<file path="src/rtl/trace_tx_framer_pkg.sv">
// Shared types and constants for the acquisition-record UART framer.
// Frame layout: header, 48 shadow bytes, SAMPLES sensor bytes, checksum.
package trace_tx_framer_pkg;

  typedef enum logic [2:0] {
    S_IDLE  = 3'd0,
    S_HDR   = 3'd1,
    S_BLK   = 3'd2,
    S_FETCH = 3'd3,
    S_MEM   = 3'd4,
    S_WAIT  = 3'd5,
    S_CHK   = 3'd6,
    S_FIN   = 3'd7
  } state_t;

  // Where WAIT resumes once uart_tx reports the byte complete.
  typedef enum logic [2:0] {
    N_BLK         = 3'd0,
    N_FETCH_FIRST = 3'd1,
    N_FETCH_INC   = 3'd2,
    N_CHK         = 3'd3,
    N_FIN         = 3'd4
  } next_t;

  localparam logic [7:0] HDR_DEFAULT    = 8'hA5;
  localparam int         BLK_BYTES      = 48;
  localparam logic [5:0] BLK_LAST       = 6'd47;
  localparam int         FRAME_OVERHEAD = BLK_BYTES + 2;

  function automatic int frame_len(input int samples);
    return FRAME_OVERHEAD + samples;
  endfunction

endpackage

</file>
<file path="src/rtl/trace_tx_framer_byte_sel48.sv">
// Byte selector over the 384-bit {pt,key,ct} shadow; index 0 is the
// most significant byte of pt, index 47 the least significant of ct.
module trace_tx_framer_byte_sel48
  import trace_tx_framer_pkg::*;
(
  input  logic [383:0] i_shadow,
  input  logic [5:0]   i_idx,
  output logic [7:0]   o_byte
);

  logic [8:0] w_msb;

  assign w_msb = 9'd383 - {i_idx, 3'b000};

  // Byte mux; indices past the block read as zero.
  always_comb begin
    if (i_idx <= BLK_LAST) begin
      o_byte = i_shadow[w_msb -: 8];
    end else begin
      o_byte = 8'h00;
    end
  end

endmodule

</file>
<file path="src/rtl/trace_tx_framer.sv">
// Serialises one acquisition record into a framed, XOR-checksummed byte
// stream for uart_tx, pacing each byte on the transmitter's done pulse.
module trace_tx_framer
  import trace_tx_framer_pkg::*;
#(
  parameter int         SAMPLES = 1024,
  parameter int         AW      = 10,
  parameter logic [7:0] HDR     = HDR_DEFAULT
) (
  input  logic          clk,
  input  logic          rstn,
  input  logic          start,
  input  logic [127:0]  pt,
  input  logic [127:0]  key,
  input  logic [127:0]  ct,
  output logic [AW-1:0] mem_addr,
  input  logic [7:0]    mem_data,
  output logic          tx_dv,
  output logic [7:0]    tx_byte,
  input  logic          tx_done,
  output logic          busy,
  output logic          done
);

  localparam logic [AW-1:0] LAST_ADDR = AW'(SAMPLES - 1);

  state_t        r_state,  w_state_nxt;
  next_t         r_next,   w_next_nxt;
  logic [5:0]    r_idx,    w_idx_nxt;
  logic [383:0]  r_shadow, w_shadow_nxt;
  logic [7:0]    r_chk,    w_chk_nxt;
  logic [AW-1:0] r_addr,   w_addr_nxt;
  logic          r_tx_dv,  w_tx_dv_nxt;
  logic [7:0]    r_tx_byte, w_tx_byte_nxt;
  logic          r_busy,   w_busy_nxt;
  logic          r_done,   w_done_nxt;
  logic [7:0]    w_blk_byte;

  trace_tx_framer_byte_sel48 u_sel (
    .i_shadow (r_shadow),
    .i_idx    (r_idx),
    .o_byte   (w_blk_byte)
  );

  // State and output registers.
  always_ff @(posedge clk or negedge rstn) begin
    if (!rstn) begin
      r_state   <= S_IDLE;
      r_next    <= N_BLK;
      r_idx     <= 6'd0;
      r_shadow  <= 384'd0;
      r_chk     <= 8'h00;
      r_addr    <= {AW{1'b0}};
      r_tx_dv   <= 1'b0;
      r_tx_byte <= 8'h00;
      r_busy    <= 1'b0;
      r_done    <= 1'b0;
    end else begin
      r_state   <= w_state_nxt;
      r_next    <= w_next_nxt;
      r_idx     <= w_idx_nxt;
      r_shadow  <= w_shadow_nxt;
      r_chk     <= w_chk_nxt;
      r_addr    <= w_addr_nxt;
      r_tx_dv   <= w_tx_dv_nxt;
      r_tx_byte <= w_tx_byte_nxt;
      r_busy    <= w_busy_nxt;
      r_done    <= w_done_nxt;
    end
  end

  // Next-state and next-output logic; tx_dv and done default to idle-low pulses.
  always_comb begin
    w_state_nxt   = r_state;
    w_next_nxt    = r_next;
    w_idx_nxt     = r_idx;
    w_shadow_nxt  = r_shadow;
    w_chk_nxt     = r_chk;
    w_addr_nxt    = r_addr;
    w_tx_dv_nxt   = 1'b0;
    w_tx_byte_nxt = r_tx_byte;
    w_busy_nxt    = r_busy;
    w_done_nxt    = 1'b0;
    case (r_state)
      S_IDLE: begin
        if (start) begin
          w_shadow_nxt = {pt, key, ct};
          w_chk_nxt    = 8'h00;
          w_busy_nxt   = 1'b1;
          w_state_nxt  = S_HDR;
        end else begin
          w_state_nxt  = S_IDLE;
        end
      end
      S_HDR: begin
        w_tx_byte_nxt = HDR;
        w_tx_dv_nxt   = 1'b1;
        w_idx_nxt     = 6'd0;
        w_next_nxt    = N_BLK;
        w_state_nxt   = S_WAIT;
      end
      S_BLK: begin
        w_tx_byte_nxt = w_blk_byte;
        w_tx_dv_nxt   = 1'b1;
        w_chk_nxt     = r_chk ^ w_blk_byte;
        w_state_nxt   = S_WAIT;
        if (r_idx == BLK_LAST) begin
          w_addr_nxt = {AW{1'b0}};
          w_next_nxt = N_FETCH_FIRST;
        end else begin
          w_idx_nxt  = r_idx + 6'd1;
          w_next_nxt = N_BLK;
        end
      end
      S_FETCH: begin
        w_state_nxt = S_MEM;
      end
      S_MEM: begin
        w_tx_byte_nxt = mem_data;
        w_tx_dv_nxt   = 1'b1;
        w_chk_nxt     = r_chk ^ mem_data;
        w_state_nxt   = S_WAIT;
        if (r_addr == LAST_ADDR) begin
          w_next_nxt = N_CHK;
        end else begin
          w_next_nxt = N_FETCH_INC;
        end
      end
      S_WAIT: begin
        // A done pulse coincident with our own strobe belongs to an older byte.
        if (tx_done && !r_tx_dv) begin
          case (r_next)
            N_BLK:         w_state_nxt = S_BLK;
            N_FETCH_FIRST: w_state_nxt = S_FETCH;
            N_FETCH_INC: begin
              w_addr_nxt  = r_addr + {{(AW-1){1'b0}}, 1'b1};
              w_state_nxt = S_FETCH;
            end
            N_CHK:         w_state_nxt = S_CHK;
            N_FIN:         w_state_nxt = S_FIN;
            default:       w_state_nxt = S_IDLE;
          endcase
        end else begin
          w_state_nxt = S_WAIT;
        end
      end
      S_CHK: begin
        w_tx_byte_nxt = r_chk;
        w_tx_dv_nxt   = 1'b1;
        w_next_nxt    = N_FIN;
        w_state_nxt   = S_WAIT;
      end
      S_FIN: begin
        w_done_nxt  = 1'b1;
        w_busy_nxt  = 1'b0;
        w_state_nxt = S_IDLE;
      end
      default: begin
        w_busy_nxt  = 1'b0;
        w_state_nxt = S_IDLE;
      end
    endcase
  end

  assign mem_addr = r_addr;
  assign tx_dv    = r_tx_dv;
  assign tx_byte  = r_tx_byte;
  assign busy     = r_busy;
  assign done     = r_done;

endmodule
</file>
<file path="config.mk">
export PLATFORM = sky130hd
export DESIGN_NAME = trace_tx_framer
export DESIGN_NICKNAME = d
export VERILOG_FILES = /design/src/rtl/trace_tx_framer_pkg.sv /design/src/rtl/trace_tx_framer_byte_sel48.sv /design/src/rtl/trace_tx_framer.sv
export SDC_FILE = /design/constraint.sdc
export NUM_CORES = 1
export LEC_CHECK = 0
export BUFFER_PORTS_ARGS = -buffer_cell sky130_fd_sc_hd__buf_2
export CAP_MARGIN = 20
export CORE_MARGIN = 3
export CORE_UTILIZATION = 50
export CTS_CLUSTER_DIAMETER = 120
export DETAILED_ROUTE_END_ITERATION = 10
export GPL_TIMING_DRIVEN = 0
export PLACE_DENSITY = 0.75
export SLEW_MARGIN = 20
export SYNTH_ARGS = -nofsm -noshare
export SYNTH_HDL_FRONTEND = slang
export SYNTH_HIERARCHICAL = 1
export SYNTH_SLANG_ARGS = --single-unit
</file>
<file path="constraint.sdc">
create_clock -name clk -period 3.7 [get_ports clk]
set_clock_uncertainty 0.15 [all_clocks]
set_input_delay 0.74 -clock clk [delete_from_list [all_inputs] [get_ports clk]]
set_output_delay 0.74 -clock clk [all_outputs]
set_load 0.1 [all_outputs]
</file>
Yosys cells after proc, flatten, opt, wreduce, memory -nomap -nowiden. Index checks and enable logic that the tools add are counted.

Register bits after elaboration: 425. Input bits: 396. Output and inout bits: 21. Word-level logic and storage cells: 72.

$add $sub $neg: 3. Order comparisons: 1. Equal/unequal tests: 18. Shift operators: 1. Mux-type cells: 21. Bitwise logic cells: 2. Reductions and logical operators: 16.

Operators by type and width (count): 391-bit by 10-bit variable part select with 8-bit output (1); 8-bit case mux with 4 select lines (1); 10-bit two-way mux (3); 3-bit case mux with 4 select lines (2); 8-bit case mux with 3 select lines (1); 10-bit case mux with 2 select lines (1); 8-bit two-way mux (2); 8-bit bitwise XOR (2); 3-bit == test, second input constant (5); 3-bit case mux with 5 select lines (1); 3-bit by 2-bit == test with 1-bit output, second input constant (4); 6-bit case mux with 2 select lines (1); 10-bit by 1-bit adder with 10-bit output, second input constant (1); 10-bit == test, second input constant (1); 9-bit subtractor, first input constant (1); 2-bit != test, second input constant (4); 2-bit AND reduction (4); 6-bit by 1-bit adder with 6-bit output, second input constant (1); 3-bit by 1-bit == test with 1-bit output, second input constant (2); 6-bit == test, second input constant (1); 6-bit <= comparator, second input constant (1); 3-bit zero test (2); 1-bit two-way mux (6); 6-bit two-way mux (1); other kinds (11) (13).

Logic depth before layout (Yosys ltp). Gate-level depths: netlist of run 1.

Depth after elaboration: 5. Mapped depth: 12. Depth with buffers taken out: 9.

Modules after synthesis. The synthesis of run 1 kept the hierarchy.

Modules (own cells, without submodules): trace_tx_framer (instances 1, cells an instance 1882, area an instance 16688.5 um^2, seq. area each 10635.2 um^2); trace_tx_framer_byte_sel48 (instances 1, cells an instance 249, area an instance 3206.8 um^2, seq. area each 0.0 um^2).

Worst setup path before layout of run 1. Ideal clock, no wire load.

Kind: register -> register. Start point: register r_idx[0]. End point: register r_tx_byte[5] (netlist: tx_byte[5]). Library setup time: 0.141 ns. Arrival: 2.265 ns. Path slack: 1.144 ns. Stages on the path, launching flop included: 11. Cell sequence: dfrtp_1 > buf_6 > buf_2 > mux4_2 > mux4_2 > nand2_1 > o31ai_1 > inv_1 > o21ai_0 > o21ai_0 > o221ai_1.

Cells in the longest elaborated chain, start to end: 4.

RTL lines: start, declared (line trace_tx_framer.sv:29) `logic [5:0] r_idx, w_idx_nxt;`; start signal, assigned (line trace_tx_framer.sv:61) `r_idx <= w_idx_nxt;`; 9-bit subtractor (line trace_tx_framer_byte_sel48.sv:13) `assign w_msb = 9'd383 - {i_idx, 3'b000};`; 391-bit by 10-bit variable part select with 8-bit output (line trace_tx_framer_byte_sel48.sv:18) `o_byte = i_shadow[w_msb -: 8];`; 8-bit two-way mux (*) (line trace_tx_framer_byte_sel48.sv:17) `if (i_idx <= BLK_LAST) begin`; via w_blk_byte[5] (line trace_tx_framer.sv:37) `logic [7:0] w_blk_byte;`; 8-bit case mux with 4 select lines (*) (line trace_tx_framer.sv:84) `case (r_state)`; end signal, assigned (line trace_tx_framer.sv:66) `r_tx_byte <= w_tx_byte_nxt;`; end, declared (line trace_tx_framer.sv:34) `logic [7:0] r_tx_byte, w_tx_byte_nxt;`.

Mark *: on every way through the listed nets, which the timed path passes. The rest lies on a longest branch. A chain may end at the register's enable or synchronous reset.

Worst setup path after layout of run 1.
Start point: register r_idx[2]. End point: register r_chk[3].

Cells in the longest elaborated chain, start to end: 5.

RTL lines: 9-bit subtractor (line trace_tx_framer_byte_sel48.sv:13); 391-bit by 10-bit variable part select with 8-bit output (line trace_tx_framer_byte_sel48.sv:18); 8-bit two-way mux (*) (line trace_tx_framer_byte_sel48.sv:17); via w_blk_byte[3] (line trace_tx_framer.sv:37); 8-bit bitwise XOR (*) (line trace_tx_framer.sv:105) `w_chk_nxt = r_chk ^ w_blk_byte;`; 8-bit case mux with 3 select lines (*) (line trace_tx_framer.sv:84); end signal, assigned (line trace_tx_framer.sv:63) `r_chk <= w_chk_nxt;`; end, declared (line trace_tx_framer.sv:31) `logic [7:0] r_chk, w_chk_nxt;`.

Marked as above.

==> results of run 1 <==
## logic make-up (layout without fill, tap and decap cells)
family | after synthesis | in the layout | share of synthesized area
flip-flops | 425 | 425 | 0.535
buffers and inverters | 149 | 656 | 0.0357
multiplexers | 157 | 157 | 0.134
AND/OR/NAND/NOR | 1258 | 1258 | 0.247
XOR/XNOR | 3 | 3 | 0.00132
other | 0 | 14 | 0
AO/OA/AOI/OAI | 136 | 136 | 0.0453
adder cells (fa/ha/maj) | 3 | 3 | 0.00189
## per-stage QoR
stage               power (mW)  instances
floorplan                 12.4       2131
global placement          14.4       3065
detailed placement        14.7       3069
CTS                       19.5       3156
global route              20.6       3168
finish                    19.5       3170
## layout make-up
cell class / instances / area [um2]
Fill cell: 3276 / 14700
Sequential cell: 425 / 10600
Multi-Input combinational cell: 1557 / 8570
Timing Repair Buffer: 420 / 2200
Clock buffer: 74 / 1380
Buffer: 139 / 676
Tap cell: 518 / 648
Clock inverter: 13 / 149
Inverter: 10 / 37.5
Antenna cell: 14 / 35.0
## power by group through the flow
| stage | Sequential (mW) | Clock (mW) | Combinational, mW |
|---|---|---|---|
| global placement | 8.12 | 0 | 6.27 |
| CTS | 8.21 | 4.72 | 6.53 |
| finish | 8.25 | 4.66 | 6.59 |
| global route | 8.49 | 4.89 | 7.22 |
| floorplan | 8.33 | 0 | 4.10 |
| detailed placement | 8.25 | 0 | 6.48 |
## worst max-delay path, stage by stage, from the launching register on
cell and delay (ns):
dfrtp_1 0.46, buf_2 0.26, buf_2 0.36, nor2_1 0.10, clkbuf_1 0.30, a221oi_1 0.43, o21ai_0 0.15, o31ai_1 0.59
mux2i_1 0.19, or3_1 0.35, a21oi_1 0.14
## registers in the layout, indices dropped and copies added, names as in the netlist
| name | count |
|---|---|
| r_shadow | 384 |
| mem_addr | 10 |
| r_chk | 8 |
| tx_byte | 8 |
| r_idx | 6 |
| r_next | 3 |
| r_state | 3 |
| busy | 1 |
| done | 1 |
| tx_dv | 1 |
## worst max path at each step
stage / from / to / slack (ns) / cells after the start
floorplan: r_idx[0] / tx_byte[5] / 1.14 / 10
global placement: rstn / r_shadow[192] / -6.49 / 1
detailed placement: r_idx[1] / r_chk[7] / -0.17 / 9
CTS: r_idx[2] / r_chk[0] / 0.13 / 10
global route: r_idx[2] / r_chk[3] / 0.06 / 9
finish: r_idx[2] / r_chk[3] / 0.15 / 10
## layer usage
| metal | vias up | share of wire |
|---|---|---|
| met2 | 827 | 0.47 |
| met4 | 8 | 0.044 |
| met1 | 8612 | 0.40 |
| met5 | - | 0.00076 |
| li1 | 7935 | - |
| met3 | 182 | 0.089 |
## what timing repair did
| action | CTS | global route |
|---|---|---|
| pin swaps | 0 | 0 |
| hold endpoints to repair | 0 | 0 |
| resized for setup | 2 | 4 |
| setup buffers | 0 | 0 |
| setup endpoints to repair | 7 | 4 |
## cells in the final DEF (no fill, tap or decap), drive strengths merged, types with 2 or more instances in the layout
cell      instances
xnor2             2
mux2i            41
mux4             85
nor2             10
and3              5
a31oi            11
nand4             5
o21ai            35
o22ai            14
and4              2
o31ai             6
clkbuf          136
clkinvlp          2
bufinv            3
dfrtp           425
a21oi            20
nor2b            16
a21o              3
nand2b            7
o211ai            4
nand3b            2
a31o              3
nor3              4
a221oi           12
buf             497
o221ai           10
diode            14
a211oi            3
a2111oi           5
or3               9
clkinv            8
mux2             31
nand3             9
nor3b             2
nand2          1180
inv              10
and2              2
ha                3
==> results.cfg, run 1 <==
[logic_synthesis]
synth_most_common_cell = nand2_1
synthTopCellsByCount = 1180 x nand2_1, 425 x dfrtp_1, 85 x mux4_2, 64 x buf_2, 62 x clkbuf_1
yosys_most_used_dff = dfrtp_1
yosys.area.top_type = dfrtp_1
synth_top_area_share = 0.535
synth-edff-count = 0
synthTopCellsByArea = dfrtp_1 53%, nand2_1 22%, mux4_2 9.6%
synth_seq_area_share = 0.535
synth_async_sr_flop_share = 1.00
synth-seq-cells = 425
synth_nets = 2530
synth.cell_area_um2 = 19900
netlist_instances = 2131
yosys_warnings = 6
synth_cell_types = 59
syn_avg_cell_area_um2 = 9.34

[detailed_routing]
drt_iter0_markers = 1493
first_pass_iters = 7
dr_total_vias = 17600
final_antenna_net_count = 0
wl_per_cell_um = 21.5
drc_errors = 0
post_drt_via_cell_ratio = 5.54
routed_wl_um = 68200

[finish]
drive_gt1_frac = 0.262
final_cell_area_um2 = 24300
syn_to_final_growth_pct = 22.3
fin_util = 0.624
fin_nets = 2999

[worst_setup_path]
cp-end-kind = register
r2r_setup_slack_ns = 0.15
crit_arrival_ns = 3.90
worstSetupPathType = reg2reg
crit_path_max_fanout = 10
cp-start-kind = register
rr_endpoint = r_chk[3]
reg2regPathDepth = 10
required_ns = 4.04
rr_startpoint = r_idx[2]

[pwr]
p_sw_mw = 7.11
sw_frac_of_total = 0.365
internal_power_mw = 12.4
vdd_drop_max_uv = 418
leakage_nw = 12.8
p_per_area_nw_per_um2 = 802
power_frac_seq = 0.423
power_frac_clock = 0.239
combPwrFrac = 0.338

[global_routing]
grt_pass1_vias = 17800
grt_use_met2 = 0.507
use_met3 = 0.0723
overflow = 0
grt_max_degree = 106
grt_pass1_wl_um = 101000
met1_usage = 0.429
antenna_found_initial = 17
busiest_layer = met2
grt_usage = 0.322

[status]
outcome = finished, final reports clean

[timing]
hold_viol = 0
min_period_ns = 3.55
fmaxAchievable_mhz = 281
min_period_over_period = 0.961
grt_setup_unrepaired = false
setup_ws_ns = 0.145
worstMarginPinSlew_ns = 0.952
slew_viol_final = 0
setup_viol = 0
timing.hold.ws_ns = 0.0408
slew_headroom = 0.366
tns_ns = 0

[clocking]
numCtsBuffers = 47
cts_tree = yes
htreeDepth = 2
cts_max_path_buffers = 3
postCtsHoldBufs = 0
cts-root-buf = clkbuf_16
clkTransAtPathRegs_ns = 0.06
clk_latency_ns = 0.57
cts.sinks = 425

[die]
dieArea_um2 = 42200
coreArea_um2 = 39000
core.rowCount = 72
start_util = 0.510
die_h_um = 205
io_pins = 417
die_width_um = 205

[placement]
dp_hpwl_um = 51300
port_buffers = 416
gp_congestion = 0.918
dp_slack_ns = -0.175
place_area_um2 = 22700

[hold_path]
worstHoldPathType = in2async

[flow_run]
max_cap_violations = 0
Note: power is estimated with default switching activity, not from simulation.
==> run 2, diff against run 1 <==
CORE_MARGIN = 2   (was 3)
clock period = 3.43 ns   (was 3.7 ns; I/O delays follow)
==> results.cfg, run 2 (synthesized netlist as in run 1, its figures left out) <==
[status]
outcome = finished, final reports clean

[finish]
mostFrequentLayoutCells = 1180 x nand2_1, 475 x buf_2, 425 x dfrtp_1
fin_cells = 3169
final_cell_area_um2 = 24500
regMostFlops = r_shadow
syn_to_final_growth_pct = 23.1
drive_gt1_frac = 0.268
fin_nets = 2999
final_common_cell = nand2_1
fin_util = 0.621
largest_register_ffs = 384

[pwr]
internal_power_mw = 13.6
combPwrFrac = 0.338
total_power_mw = 21.3
p_sw_mw = 7.78
power_frac_seq = 0.416
p_per_area_nw_per_um2 = 871
power_frac_clock = 0.246
leakage_nw = 12.8
sw_frac_of_total = 0.364
vdd_drop_max_uv = 405

[worst_setup_path]
cp-end-kind = register
crit_arrival_ns = 3.75
required_ns = 3.78
cp-start-kind = register
r2r_setup_slack_ns = 0.02
crit_path_max_fanout = 8
worstSetupPathType = reg2reg

[clocking]
cts_max_path_buffers = 3
cts_tree = yes
cts.sinks = 425
numCtsBuffers = 46
clkTransAtPathRegs_ns = 0.06
clk_latency_ns = 0.58
htreeDepth = 2
cts-root-buf = clkbuf_16

[die]
start_util = 0.504
core.rowCount = 73
die_h_um = 203
dieArea_um2 = 41400
die_width_um = 203
io_pins = 417
coreArea_um2 = 39500

[timing]
min_period_ns = 3.41
grt_setup_unrepaired = false
hold_viol = 0
worstMarginPinSlew_ns = 0.803
min_period_over_period = 0.993
slew_headroom = 0.460
setup_viol = 0
fmaxAchievable_mhz = 294
tns_ns = 0
slew_viol_final = 0

[detailed_routing]
drt_iter0_markers = 1431
wl_per_cell_um = 21.0
routed_wl_um = 66600
drc_errors = 0
final_antenna_net_count = 0
first_pass_iters = 5
post_drt_via_cell_ratio = 5.50
dr_total_vias = 17400

[global_routing]
grt_pass1_vias = 17700
grt_usage = 0.327
antenna_found_initial = 12
overflow = 0
grt_pass1_wl_um = 101000
grt_max_degree = 100

[placement]
dp_hpwl_um = 50000
port_buffers = 416
gp_congestion = 0.928
place_area_um2 = 22800
dpl.cell_count = 3076

[flow_run]
max_cap_violations = 0

[hold_path]
worstHoldPathType = in2reg
run 2: cell types whose count changed in the layout (fill, tap and decap cells not counted), moves of 4 or more:
cell	change
clkbuf_4	+4
a221oi_1	-5
a2111oi_0	-4
a221oi_2	+5
bufinv_16	+4
clkbuf_1	-12
buf_2	-4
o31ai_4	+4
diode_2	-4
run 2: final cells by class:
cell class,count,area [um2]
buffer,139,689
tap,525,657
antenna,10,25.0
multi-input combinational,1557,8660
clock buffer,61,1270
clock inverter,21,319
sequential,425,10600
timing repair buffer,421,2210
fill,3397,15000
inverter,10,37.5
run 2: what timing repair did:
| item | in CTS | in global routing |
|---|---|---|
| resized for setup | 18 | 14 |
| hold buffers | 1 | 0 |
| endpoints found under the setup margin | 14 | 11 |
| hold endpoints to repair | 59 | 0 |
| pin swaps | 0 | 1 |
| setup buffers | 0 | 0 |
run 2: worst paths after layout:
check                               from            end  cells past startpoint
setup reg to reg                r_idx[2]       r_chk[4]                     10
hold reg to reg            r_shadow[193]  r_shadow[193]                      2
hold / removal                  key[103]  r_shadow[231]                      3
min in group asynchronous           rstn  r_shadow[268]                      2
max in group asynchronous           rstn       r_idx[3]                      4
setup / recovery                r_idx[2]       r_chk[4]                     10
run 2: power by group through the flow:
stage	clock (mW)	sequential, mW	combinational [mW]
floorplan	0	8.99	4.43
global placement	0	8.73	6.76
detailed placement	0	8.88	6.99
CTS	5.31	8.83	7.14
global route	5.53	9.13	7.92
finish	5.26	8.88	7.21
run 2: through the flow:
| stage | setup WS (ns) | hold WS, ns |
|---|---|---|
| 4_1_cts | -0.0145 | 0.119 |
| 3_5_place_dp | -0.653 | 0.308 |
| 3_3_place_gp | -6.64 | 0.302 |
| 2_1_floorplan | 0.874 | 0.240 |
| 5_1_grt | 0.00212 | 0.130 |
| 6_report | 0.0247 | 0.143 |
run 2: critical path: stages, from the launching register on:
cell,delay (ns)
dfrtp_1,0.47
buf_2,0.25
nand2b_1,0.13
clkbuf_1,0.47
o22ai_1,0.25
a221oi_2,0.36
o221ai_1,0.24
o31ai_4,0.33
mux2i_1,0.16
or3_1,0.34
a21oi_1,0.17
run 2: layer usage:
layer	vias to the layer above	track usage	part of all wire	routed length [um]
li1	7917	-	-	-
met1	8580	0.446	0.41	27300
met2	789	0.517	0.47	31200
met3	146	0.0599	0.079	5230
met4	2	0.140	0.042	2810
met5	-	0	0.00020	13
==> run 3, diff against run 2 <==
ABC_AREA = 1   (was default)
==> results.cfg, run 3 <==
[timing]
min_period_ns = 3.33
min_period_over_period = 0.971
setup_viol = 0
fmaxAchievable_mhz = 300
hold_viol = 0
slew_headroom = 0.264
grt_setup_unrepaired = false
timing.hold.ws_ns = 0.148
setup_ws_ns = 0.0992
worstMarginPinSlew_ns = 1.10
slew_viol_final = 0

[hold_path]
hp-start = key[97]
min_path_cells = 3
min_to = r_shadow[225]
worstHoldPathType = in2reg

[worst_setup_path]
required_ns = 3.74
path_buf_inv = 2
rr_endpoint = r_chk[5]
slowest_stage = clkbuf_1
cp-end-kind = register
crit_path_max_fanout = 10
rr_startpoint = r_idx[1]
worstSetupPathType = reg2reg
cpPeakStageDelay_ns = 0.84
crit_family = buffers and inverters
cp-start-kind = register
worstPathCellList = buf_4 -> clkbuf_1 -> o21ai_0 -> o211ai_1 -> nand3_1 -> nand2_1 -> nand2_1 -> a21oi_1 -> nand2_1 -> nand2_1 -> nand2_1 -> nand3_1 -> nand2_1
cp_common_cell = nand2_1
crit_arrival_ns = 3.64
reg2regPathDepth = 13
r2r_setup_slack_ns = 0.1

[placement]
gp_congestion = 0.976
place_area_um2 = 23600
dp_slack_ns = 0.163
dp_hpwl_um = 57100
port_buffers = 416

[clocking]
htreeDepth = 2
cts-root-buf = clkbuf_16
cts_max_path_buffers = 3
cts.sinks = 425
clkTransAtPathRegs_ns = 0.06
numCtsBuffers = 46
cts_tree = yes
clk_latency_ns = 0.58
cts_setup_buffers = 0

[logic_synthesis]
synth_async_sr_flop_share = 1.00
synth_compound_area_frac = 0.0373
synthTopCellsByArea = dfrtp_1 51%, nand2_1 29%, nand3_1 6.4%
synth.cell_area_um2 = 20700
synth_fa_ha_area_frac = 0.00181
synth_nets = 3197
yosys.area.top_type = dfrtp_1
synth_xor_area_frac = 0
synth-edff-count = 0
synth-simple-area-share = 0.387
synth-seq-cells = 425
synth_top_family_by_area = simple AND/OR/NAND/NOR gates
synth_seq_area_share = 0.514
synthMuxAreaShare = 0
syn_avg_cell_area_um2 = 7.39
netlist_instances = 2798
yosys_warnings = 6
synth_most_common_cell = nand2_1
synth_top_area_share = 0.514
yosys_most_used_dff = dfrtp_1
synthTopCellsByCount = 1617 x nand2_1, 425 x dfrtp_1, 266 x nand3_1, 118 x nor2_1, 72 x o21ai_0
synth_cell_types = 30

[finish]
final_cell_area_um2 = 25100
syn_to_final_growth_pct = 21.3
register_area_um2 = 10600
fin_util = 0.615
largest_register_ffs = 384
final_common_cell = nand2_1
nFillCells = 3756
regMostFlops = r_shadow
antenna_cells = 0
multi_input_area_um2 = 8810
mostFrequentLayoutCells = 1617 x nand2_1, 478 x buf_2, 425 x dfrtp_1
drive_gt1_frac = 0.197
fin_nets = 3665

[detailed_routing]
drt_iter0_markers = 2050
top_layer_used = met4
wl_per_cell_um = 20.2
routed_wl_um = 77400
met3_length_um = 7660
dr_total_vias = 21000
final_antenna_net_count = 0
met1_length_um = 31300
post_drt_via_cell_ratio = 5.49
drc_errors = 0
first_pass_iters = 9
route.met2.wl_um = 34300

[die]
io_pins = 417
core.rowCount = 74
dieArea_um2 = 43000
die_h_um = 207
die_width_um = 207
coreArea_um2 = 40800
start_util = 0.507

[global_routing]
grt_pass1_vias = 20300
antenna_found_initial = 0
grt_usage = 0.355
overflow = 0
grt_pass1_wl_um = 116000
grt_max_degree = 100

[status]
outcome = finished, final reports clean

[flow_run]
max_cap_violations = 0

[pwr]
vdd_drop_max_uv = 430
leakage_nw = 13.8
p_per_area_nw_per_um2 = 900
==> run 3: cell count changes in the layout (fill, tap and decap cells not counted), moves of 31 or more <==
cell and delta:
clkbuf_1 -41, nand2_1 +437, nor2_1 +108, o21ai_0 +39, nand3_1 +257, mux4_2 -85, buf_4 +54, mux2i_1 -41
mux2_2 -31
==> run 3: where the power goes <==
part | internal (mW) | leakage, nW | switching (mW)
clock | 3.03 | 0.768 | 2.06
combinational | 2.90 | 7.70 | 6.06
sequential | 7.20 | 5.37 | 1.34
==> run 3: cell type report <==
class                   instances  area share
inverters                      41     0.00623
repair buffers                421      0.0881
well taps                     532      0.0265
clock buffers                  71      0.0576
plain buffers                 167      0.0431
multi-input cells            2164       0.351
clock inverters                 8     0.00374
flip-flops and latches        425       0.424
==> run 3: through the flow <==
| stage | power, mW | cells | setup TNS [ns] |
|---|---|---|---|
| floorplan | 14.2 | 2798 | 0 |
| global placement | 17.0 | 3746 | -2866.85 |
| detailed placement | 17.3 | 3750 | 0 |
| CTS | 22.4 | 3830 | 0 |
| global route | 23.9 | 3829 | 0 |
| finish | 22.6 | 3829 | 0 |
==> run 3: worst min-delay path, stage by stage <==
cell	delay (ns)
buf_2	0.07
nand2_1	0.04
nand2_1	0.05
==> run 3: what timing repair did <==
item,in CTS,in global routing
endpoints found under the hold margin,72,0
setup endpoints to repair,0,1
hold buffers,1,0
gates resized for setup,0,0
==> run 3: cell families after synthesis <==
group	count (synthesis)
adders and majority gates	3
buffers and inverters	209
DFF	425
AOI/OAI and AO/OA	138
and+or+nand+nor	2023
==> run 3: metal layers <==
metal | global-route usage | vias up
li1 | - | 9692
met1 | 0.480 | 9905
met2 | 0.544 | 1200
met3 | 0.0731 | 206
met4 | 0.179 | 0
met5 | 0 | -
==> run 3: worst max-delay path by stage <==
stage                     start     endpoint  slack (ns)  depth (start not counted)
global placement           rstn  mem_addr[9]       -6.79                          1
CTS                    r_idx[0]     r_chk[0]        0.14                         14
finish                 r_idx[1]     r_chk[5]         0.1                         13
global route           r_idx[2]     r_chk[4]        0.06                         14
detailed placement     r_idx[0]     r_chk[0]        0.16                         14
floorplan           mem_addr[0]  mem_addr[6]        1.29                          7
